`config.mk`:
```
export PLATFORM = sky130hd
export DESIGN_NAME = multicycle_ctrl
export DESIGN_NICKNAME = d
export VERILOG_FILES = /design/src/rtl/multicycle_ctrl.sv
export SDC_FILE = /design/constraint.sdc
export NUM_CORES = 1
export LEC_CHECK = 0
export ABC_AREA = 1
export BUFFER_PORTS_ARGS = -buffer_cell sky130_fd_sc_hd__buf_2
export CORE_ASPECT_RATIO = 1.75
export CORE_MARGIN = 4
export CORE_UTILIZATION = 48
export DETAILED_ROUTE_END_ITERATION = 8
export HOLD_SLACK_MARGIN = 0.03
export PLACE_DENSITY = 0.81
export SLEW_MARGIN = 0
export SYNTH_ARGS = -nofsm -noshare
export SYNTH_HDL_FRONTEND = slang
export SYNTH_SLANG_ARGS = --single-unit
```
`constraint.sdc`:
```
create_clock -name clk -period 2.1 [get_ports clk]
set_clock_uncertainty 0.05 [all_clocks]
set_input_delay 0.105 -clock clk [delete_from_list [all_inputs] [get_ports clk]]
set_output_delay 0.105 -clock clk [all_outputs]
set_load 0.02 [all_outputs]
```
`src/rtl/multicycle_ctrl.sv`:
```
// Multi-cycle RV32I sequencer: walks each instruction through IF/ID/EX/MEM/WB,
// drives the datapath selects and strobes, and halts on illegal opcodes or memory timeouts.
//
// state | meaning
// IF    | fetch request outstanding, waiting for imem_valid
// ID    | decode captured opcode, register the datapath selects
// EX    | execute; branches resolve and retire here
// MEM   | data access outstanding, waiting for dmem_ready
// WB    | register write-back, PC update, retire
// TRAP  | halted until rst, cause held in trap_cause
module multicycle_ctrl #(
    parameter int TIMEOUT = 16
) (
    input  logic        clk,
    input  logic        rst,
    input  logic [31:0] inst,
    input  logic        imem_valid,
    input  logic        dmem_ready,
    input  logic        b_taken,
    output logic        imem_req,
    output logic        dmem_req,
    output logic        dmem_we,
    output logic        ir_we,
    output logic        pc_we,
    output logic        reg_we,
    output logic        alu_op1_sel,
    output logic        alu_op2_sel,
    output logic        jb_op1_sel,
    output logic        wb_sel,
    output logic        next_pc_sel,
    output logic        retire,
    output logic        trap,
    output logic [1:0]  trap_cause
);

    localparam logic [6:0] OPC_OP     = 7'b0110011;
    localparam logic [6:0] OPC_OP_IMM = 7'b0010011;
    localparam logic [6:0] OPC_LOAD   = 7'b0000011;
    localparam logic [6:0] OPC_STORE  = 7'b0100011;
    localparam logic [6:0] OPC_LUI    = 7'b0110111;
    localparam logic [6:0] OPC_AUIPC  = 7'b0010111;
    localparam logic [6:0] OPC_JAL    = 7'b1101111;
    localparam logic [6:0] OPC_JALR   = 7'b1100111;
    localparam logic [6:0] OPC_BRANCH = 7'b1100011;

    // Wait timer counts down from TIMEOUT-1; terminal count of zero is the last allowed wait cycle.
    localparam int CW = (TIMEOUT > 1) ? $clog2(TIMEOUT) : 1;
    localparam logic [CW-1:0] CNT_LOAD = CW'(TIMEOUT - 1);

    typedef enum logic [2:0] {
        S_IF   = 3'd0,
        S_ID   = 3'd1,
        S_EX   = 3'd2,
        S_MEM  = 3'd3,
        S_WB   = 3'd4,
        S_TRAP = 3'd5
    } state_t;

    state_t          state_q, state_d;
    logic [CW-1:0]   cnt_q, cnt_d;
    logic [6:0]      opcode_q;
    logic [4:0]      rd_q;
    logic [1:0]      cause_q, cause_d;
    logic            trap_set;
    logic            legal, op1_d, op2_d, jb_d, wb_d;
    logic            is_load, is_store, is_branch, is_jump;
    logic            unused_inst;

    // Only the opcode and rd fields steer sequencing; the rest belongs to the datapath.
    assign unused_inst = ^inst[31:12];

    assign is_load   = (opcode_q == OPC_LOAD);
    assign is_store  = (opcode_q == OPC_STORE);
    assign is_branch = (opcode_q == OPC_BRANCH);
    assign is_jump   = (opcode_q == OPC_JAL) || (opcode_q == OPC_JALR);

    always_comb begin
        legal = 1'b1;
        op1_d = 1'b1;
        op2_d = 1'b0;
        jb_d  = 1'b0;
        wb_d  = 1'b0;
        case (opcode_q)
            OPC_OP:                      op2_d = 1'b1;
            OPC_OP_IMM, OPC_STORE:       op2_d = 1'b0;
            OPC_LOAD:                    wb_d  = 1'b1;
            OPC_LUI, OPC_AUIPC, OPC_JAL: op1_d = 1'b0;
            OPC_JALR: begin
                op1_d = 1'b0;
                jb_d  = 1'b1;
            end
            OPC_BRANCH:                  op2_d = 1'b1;
            default:                     legal = 1'b0;
        endcase
    end

    always_ff @(posedge clk) begin
        if (rst) begin
            state_q     <= S_IF;
            cnt_q       <= CNT_LOAD;
            opcode_q    <= 7'd0;
            rd_q        <= 5'd0;
            cause_q     <= 2'b00;
            alu_op1_sel <= 1'b1;
            alu_op2_sel <= 1'b1;
            jb_op1_sel  <= 1'b0;
            wb_sel      <= 1'b0;
        end else begin
            state_q <= state_d;
            cnt_q   <= cnt_d;
            if (ir_we) begin
                opcode_q <= inst[6:0];
                rd_q     <= inst[11:7];
            end
            if (state_q == S_ID && legal) begin
                alu_op1_sel <= op1_d;
                alu_op2_sel <= op2_d;
                jb_op1_sel  <= jb_d;
                wb_sel      <= wb_d;
            end
            if (trap_set) begin
                cause_q <= cause_d;
            end
        end
    end

    always_comb begin
        state_d     = state_q;
        cnt_d       = cnt_q;
        cause_d     = 2'b00;
        trap_set    = 1'b0;
        imem_req    = 1'b0;
        dmem_req    = 1'b0;
        dmem_we     = 1'b0;
        ir_we       = 1'b0;
        pc_we       = 1'b0;
        reg_we      = 1'b0;
        retire      = 1'b0;
        next_pc_sel = 1'b1;
        case (state_q)
            S_IF: begin
                imem_req = 1'b1;
                if (imem_valid) begin
                    ir_we   = 1'b1;
                    state_d = S_ID;
                end else if (cnt_q == '0) begin
                    state_d  = S_TRAP;
                    trap_set = 1'b1;
                    cause_d  = 2'b10;
                end else begin
                    cnt_d = cnt_q - CW'(1);
                end
            end
            S_ID: begin
                if (legal) begin
                    state_d = S_EX;
                end else begin
                    state_d  = S_TRAP;
                    trap_set = 1'b1;
                    cause_d  = 2'b01;
                end
            end
            S_EX: begin
                if (is_branch) begin
                    pc_we       = 1'b1;
                    next_pc_sel = ~b_taken;
                    retire      = 1'b1;
                    state_d     = S_IF;
                end else if (is_load || is_store) begin
                    state_d = S_MEM;
                end else begin
                    state_d = S_WB;
                end
            end
            S_MEM: begin
                dmem_req = 1'b1;
                dmem_we  = is_store;
                if (dmem_ready) begin
                    if (is_load) begin
                        state_d = S_WB;
                    end else begin
                        pc_we   = 1'b1;
                        retire  = 1'b1;
                        state_d = S_IF;
                    end
                end else if (cnt_q == '0) begin
                    state_d  = S_TRAP;
                    trap_set = 1'b1;
                    cause_d  = 2'b11;
                end else begin
                    cnt_d = cnt_q - CW'(1);
                end
            end
            S_WB: begin
                reg_we      = (rd_q != 5'd0);
                pc_we       = 1'b1;
                retire      = 1'b1;
                next_pc_sel = ~is_jump;
                state_d     = S_IF;
            end
            S_TRAP: ;
            default: state_d = S_IF;
        endcase
        // Every state change re-arms the wait timer.
        if (state_d != state_q) begin
            cnt_d = CNT_LOAD;
        end
    end

    assign trap       = (state_q == S_TRAP);
    assign trap_cause = cause_q;

endmodule

```
# After elaboration in Yosys (flattened, before gate mapping)
# Cells that the tools add are included.
classes:
  bitwise: 2
  mux: 40
  n_addsub: 1
  n_reduce_logical: 12
  n_eq_ne: 17
op_table:
  columns: ["cell", "count"]
  rows:
  - ["$eq 7x6->1 const B", 3]
  - ["$eq 7x7->1 const B", 3]
  - ["$mux 3", 7]
  - ["$mux 1", 20]
  - ["$pmux 3 s5", 1]
  - ["$eq 7x5->1 const B", 2]
  - ["$mux 4", 3]
  - ["$reduce_or 9->1", 1]
  - ["$mux 2", 4]
  - ["$pmux 4 s2", 1]
  - ["$eq 7x2->1 const B", 1]
  - ["$eq 3x2->1 const B", 2]
  - ["$eq 3x3->1 const B", 2]
  - ["$pmux 1 s3", 2]
  - ["$pmux 2 s3", 1]
  - ["$reduce_bool 5->1", 1]
  - ["$logic_not 4->1", 1]
  - ["$ne 2x2->1 const B", 2]
  - ["$reduce_or 2->1", 2]
  - ["$reduce_or 4->1", 1]
  - ["$sub 4x1->4 const B", 1]
  - ["$eq 3x1->1 const B", 1]
  - ["$logic_not 3->1", 1]
  - ["$ne 3x3->1", 1]
  - ["6 further kinds", 8]
totals:
  output_inout_bits: 15
  input_bits: 37
  ff_bits: 25
  elab_cells: 81

# Depth between registers and ports, before layout
depth:
  word_depth: 7
  depth_mapped: 10

# Worst setup path before layout
# No wires, ideal clock.
synth_path:
  kind: "register to register"
  startpoint: "register cnt_q[0]"
  endpoint: "register cnt_q[0]"
  arrival_time_ns: 1.357
  path_buffers: 0
  setup_slack_ns: 0.562
  stages_incl_launch_ff: 11
  setup_ns: 0.131
  cell_sequence: "dfxtp_1 inv_1 ha_1 nand2_1 inv_1 nand2_1 nand2_1 nor2_1 nand3_1 a21oi_2 nand4_1"
synth_between:
  elab_chain_cells: 6
synth_rtl:
  columns: ["item", "line_no", "text"]
  rows:
  - ["start, declared", "60", "logic [CW-1:0] cnt_q, cnt_d;"]
  - ["start signal, assigned", "110", "cnt_q <= cnt_d;"]
  - ["$logic_not 4->1", "146, 186", null]
  - ["$mux 3", "146, 186", null]
  - ["$mux 3 (on tied branches)", "178, 143", null]
  - ["$pmux 3 s5", "140", "case (state_q)"]
  - ["$ne 3x3->1", "205", "if (state_d != state_q) begin"]
  - ["$reduce_or 2->1 (no source line)", null, null]
# Parallel ways exist; a longest one is shown, timed or not. The select of a mux whose other input is x is not followed.
# A chain may end at the register's enable or synchronous reset.

# Worst setup path after layout
layout_path:
  startpoint: "register cnt_q[0]"
  endpoint: "register cnt_q[2]"
# Same word-level chain as after synthesis.

==> metrics.md <==
| Metric | Value |
|---|---|
| Ports | 52 |
| DR iter-0 viols | 38 |
| Initial antenna violation count | 0 |
| DIE WIDTH | 48.1 um |
| Worst R2R Path Depth | 10 |
| Crit path launch type | flop |
| Critical path data arrival time | 1890 ps |
| Critical Path Slowest Stage Cell | dfxtp_1 |
| Worst path max stage delay | 350 ps |
| Synth top area share | 37.0% |
| Post-synth ARST share | 0% |
| Peak supply drop | 888 uV |
| Main synth FF type | dfxtp_1 |
| Area Growth Syn to Fin | 17.3% |
| Yosys cell types | 29 |
| Synth top cells by count | nand2_1, inv_1, dfxtp_1 |
| Normalized max-slew margin | 72.2% |
| Synth area leader | dfxtp_1 |
| CTS tree | done |
| Hold Path End | opcode_q[1]$_SDFFE_PP0P_ |
| Clock slew at reported path FFs | 80 ps |
| Hold Path Origin | inst[1] |
| Delay-heaviest family, CP | simple AND/OR/NAND/NOR gates |
| Initial core utilization | 50.2% |
| Critical path cell sequence | inv_1 > ha_1 > nand2_1 > inv_1 > nand2_1 > nand2_1 > nor2_1 > nand3_1 > a21oi_2 > nand4_1 |
| Critical path's most frequent cell | nand2_1 |
| R2r endpoint | cnt_q[2]$_SDFFE_PP1P_ |
| Vias in the first global route | 1276 |
| Logic pwr share | 46.3% |
| Syn_nets | 235 |
| Max-cap violations | 0 |
| Post-synth EDFFs | 0 |
| CTS buffer count | 3 |
| Drt first pass iters | 4 |
| Dominant cells by area after synthesis | dfxtp_1, nand2_1, inv_1 |
| # clock sinks | 25 |
| Switching Fraction | 42.4% |
| Pin count of the biggest net entering global routing | 23 |
| GR Overflow Total | 0 |
| Post-synthesis sequential element count | 25 |
| Post-DP HPWL | 2500 um |
| RePlAce Congestion | 0.932 |
| Resized Gates After CTS | 0 |
| Worst-path maximum fanout | 5 |
| Setup TNS | 0 ps |
| DRC viols | 0 |
| Worst-skew pair later-pin latency | 260 ps |
| Ys Warns | 0 |
| HP Class | in -> reg |
| PwrDens | 1080 nW/um^2 |
| Final hold viol count | 0 |
| Leak Pwr | 0.838 nW |
| Status | finished clean |
| Layout Nets | 269 |
| Syn avg cell area | 6.86 sq um |
| Post-route ant nets | 0 |
| Die Ht | 78.2 um |
| IO buf count | 31 |
| Synth Cell Area | 1350 sq um |
| WS Path Type | reg -> reg |
| Core Rows | 25 |
| Cells after synthesis | 197 |
| WL per Instance | 12.0 um |
| Clk buf depth | 2 |
| Pre-CTS setup slack | 315 ps |
| Antenna Diode Count | 0 |
| First-pass GRT wire length | 4960 um |
| Root buffer cell | clkbuf_8 |
| Part of the power in registers | 37.6% |
| Slew Viols, Final | 0 |
| Share of layout cells above drive strength 1 | 24.8% |
| Worst path buffer plus inverter count | 2 |
| Most common cell in the netlist | nand2_1 |
| Clock share of power | 16.1% |
| Routed WL | 3070 um |
| R2r startpoint | cnt_q[0]$_SDFFE_PP1P_ |
| Hold path depth | 3 |
| Fin crit share | 85.4% |
| R2R setup slack | 310 ps |
| Psw | 0.000727 W |
| Register area share after synthesis | 37.0% |
| Internal | 0.000989 W |
| Fin crit period | 1790 ps |
| Final setup vio count | 0 |
| Worst Path Required | 2190 ps |
| Worst Setup Slack, final | 307 ps |
| Worst-Margin Slew | 411 ps |
| H-tree levels | 1 |
| FMAX | 0.558 GHz |
| Die Area | 3760 sq um |
| Core area | 2690 sq um |
| DR vias | 1337 |
| Vias per inst | 5.20 |
| Global Route Usage Sum | 18.1% |
| RSZ-0062 raised after global routing | no |
| Setup crit end kind | flop |
## routing by layer
layer,GRT usage (%),share of wire (%),vias to the layer above
met1,17.2,38,591
li1,-,-,707
met3,2.06,3.1,13
met2,32.2,53,26
met5,0,0,-
met4,12.7,5.4,0
## sequential cells by signal, summed over array words and instances (netlist names)
name,count
opcode_q,7
rd_q,5
cnt_q,4
state_q,3
trap_cause,2
alu_op1_sel,1
alu_op2_sel,1
jb_op1_sel,1
wb_sel,1
## cells by family (layout without fill, tap and decap cells)
family,after synthesis,count (layout),share of synthesized area [%]
flip-flops,25,25,37.0
adder cells (fa/ha/maj),1,1,0.926
buffers and inverters,39,72,11.4
AND/OR/NAND/NOR,90,90,32.7
AO/OA/AOI/OAI,39,39,16.0
XOR/XNOR,3,3,1.94
## power by group through the flow
| stage | clock network [W] | registers [W] | logic [W] |
|---|---|---|---|
| floorplan | 0 | 0.000660 | 0.000604 |
| global placement | 0 | 0.000654 | 0.000779 |
| detailed placement | 0 | 0.000656 | 0.000794 |
| CTS | 0.000286 | 0.000645 | 0.000799 |
| global route | 0.000309 | 0.000659 | 0.000898 |
| finish | 0.000277 | 0.000645 | 0.000794 |
## per-stage QoR
step	utilization, %	hold slack [ps]	total power [W]	instance area, sq um	instances
final	58.9	42.5	0.00172	1590	257
after global routing	58.9	49.5	0.00187	1590	257
after CTS	58.9	36.6	0.00173	1590	257
after detailed placement	56.9	312	0.00145	1530	252
after global placement	56.9	310	0.00143	1530	252
after floorplan	-	200	0.00126	1350	197
## cell usage in the layout, fill, tap and decap left out, types with 2 or more instances in the layout
cell type / synthesis / final
inv_2: 5 / 5
nand4_1: 7 / 7
nor2_1: 15 / 15
dfxtp_1: 25 / 25
a31oi_1: 3 / 3
a21oi_1: 17 / 17
nor3_1: 2 / 2
nor2_2: 2 / 2
nor2_4: 2 / 2
buf_2: 2 / 31
nand2_1: 37 / 37
buf_4: 1 / 2
nand3_1: 15 / 15
o21ai_0: 14 / 14
clkbuf_8: 0 / 3
a21oi_2: 2 / 2
nand2_2: 6 / 6
xor2_1: 2 / 2
inv_1: 28 / 28
## how the worst max path moves through the flow
stage                     startpoint               endpoint  slack, ps  cells after the start
3_5_place_dp   cnt_q[0]$_SDFFE_PP1P_  cnt_q[0]$_SDFFE_PP1P_        310                     10
4_1_cts        cnt_q[0]$_SDFFE_PP1P_  cnt_q[2]$_SDFFE_PP1P_        300                     10
5_1_grt        cnt_q[0]$_SDFFE_PP1P_  cnt_q[1]$_SDFFE_PP1P_        170                     10
6_report       cnt_q[0]$_SDFFE_PP1P_  cnt_q[2]$_SDFFE_PP1P_        310                     10
2_1_floorplan  cnt_q[0]$_SDFFE_PP1P_  cnt_q[0]$_SDFFE_PP1P_        560                     10
3_3_place_gp   cnt_q[0]$_SDFFE_PP1P_  cnt_q[3]$_SDFFE_PP1P_        340                     10
## timing repair
item	CTS	global route
hold endpoints to repair	1	0
setup buffers	0	0
hold buffers	1	0
## tightest hold or removal path, stage by stage
cell and delay [ps]:
buf_2 90, nand2_1 60, a21oi_1 50
## layout make-up
type	count	area (sq um)
flip-flops and latches	25	500
multi-input cells	133	697
clock buffers	4	45.0
well taps	27	33.8
fillers	274	1100
repair buffers	34	180
inverters	34	129
Note: power is estimated with default switching activity, not from simulation.
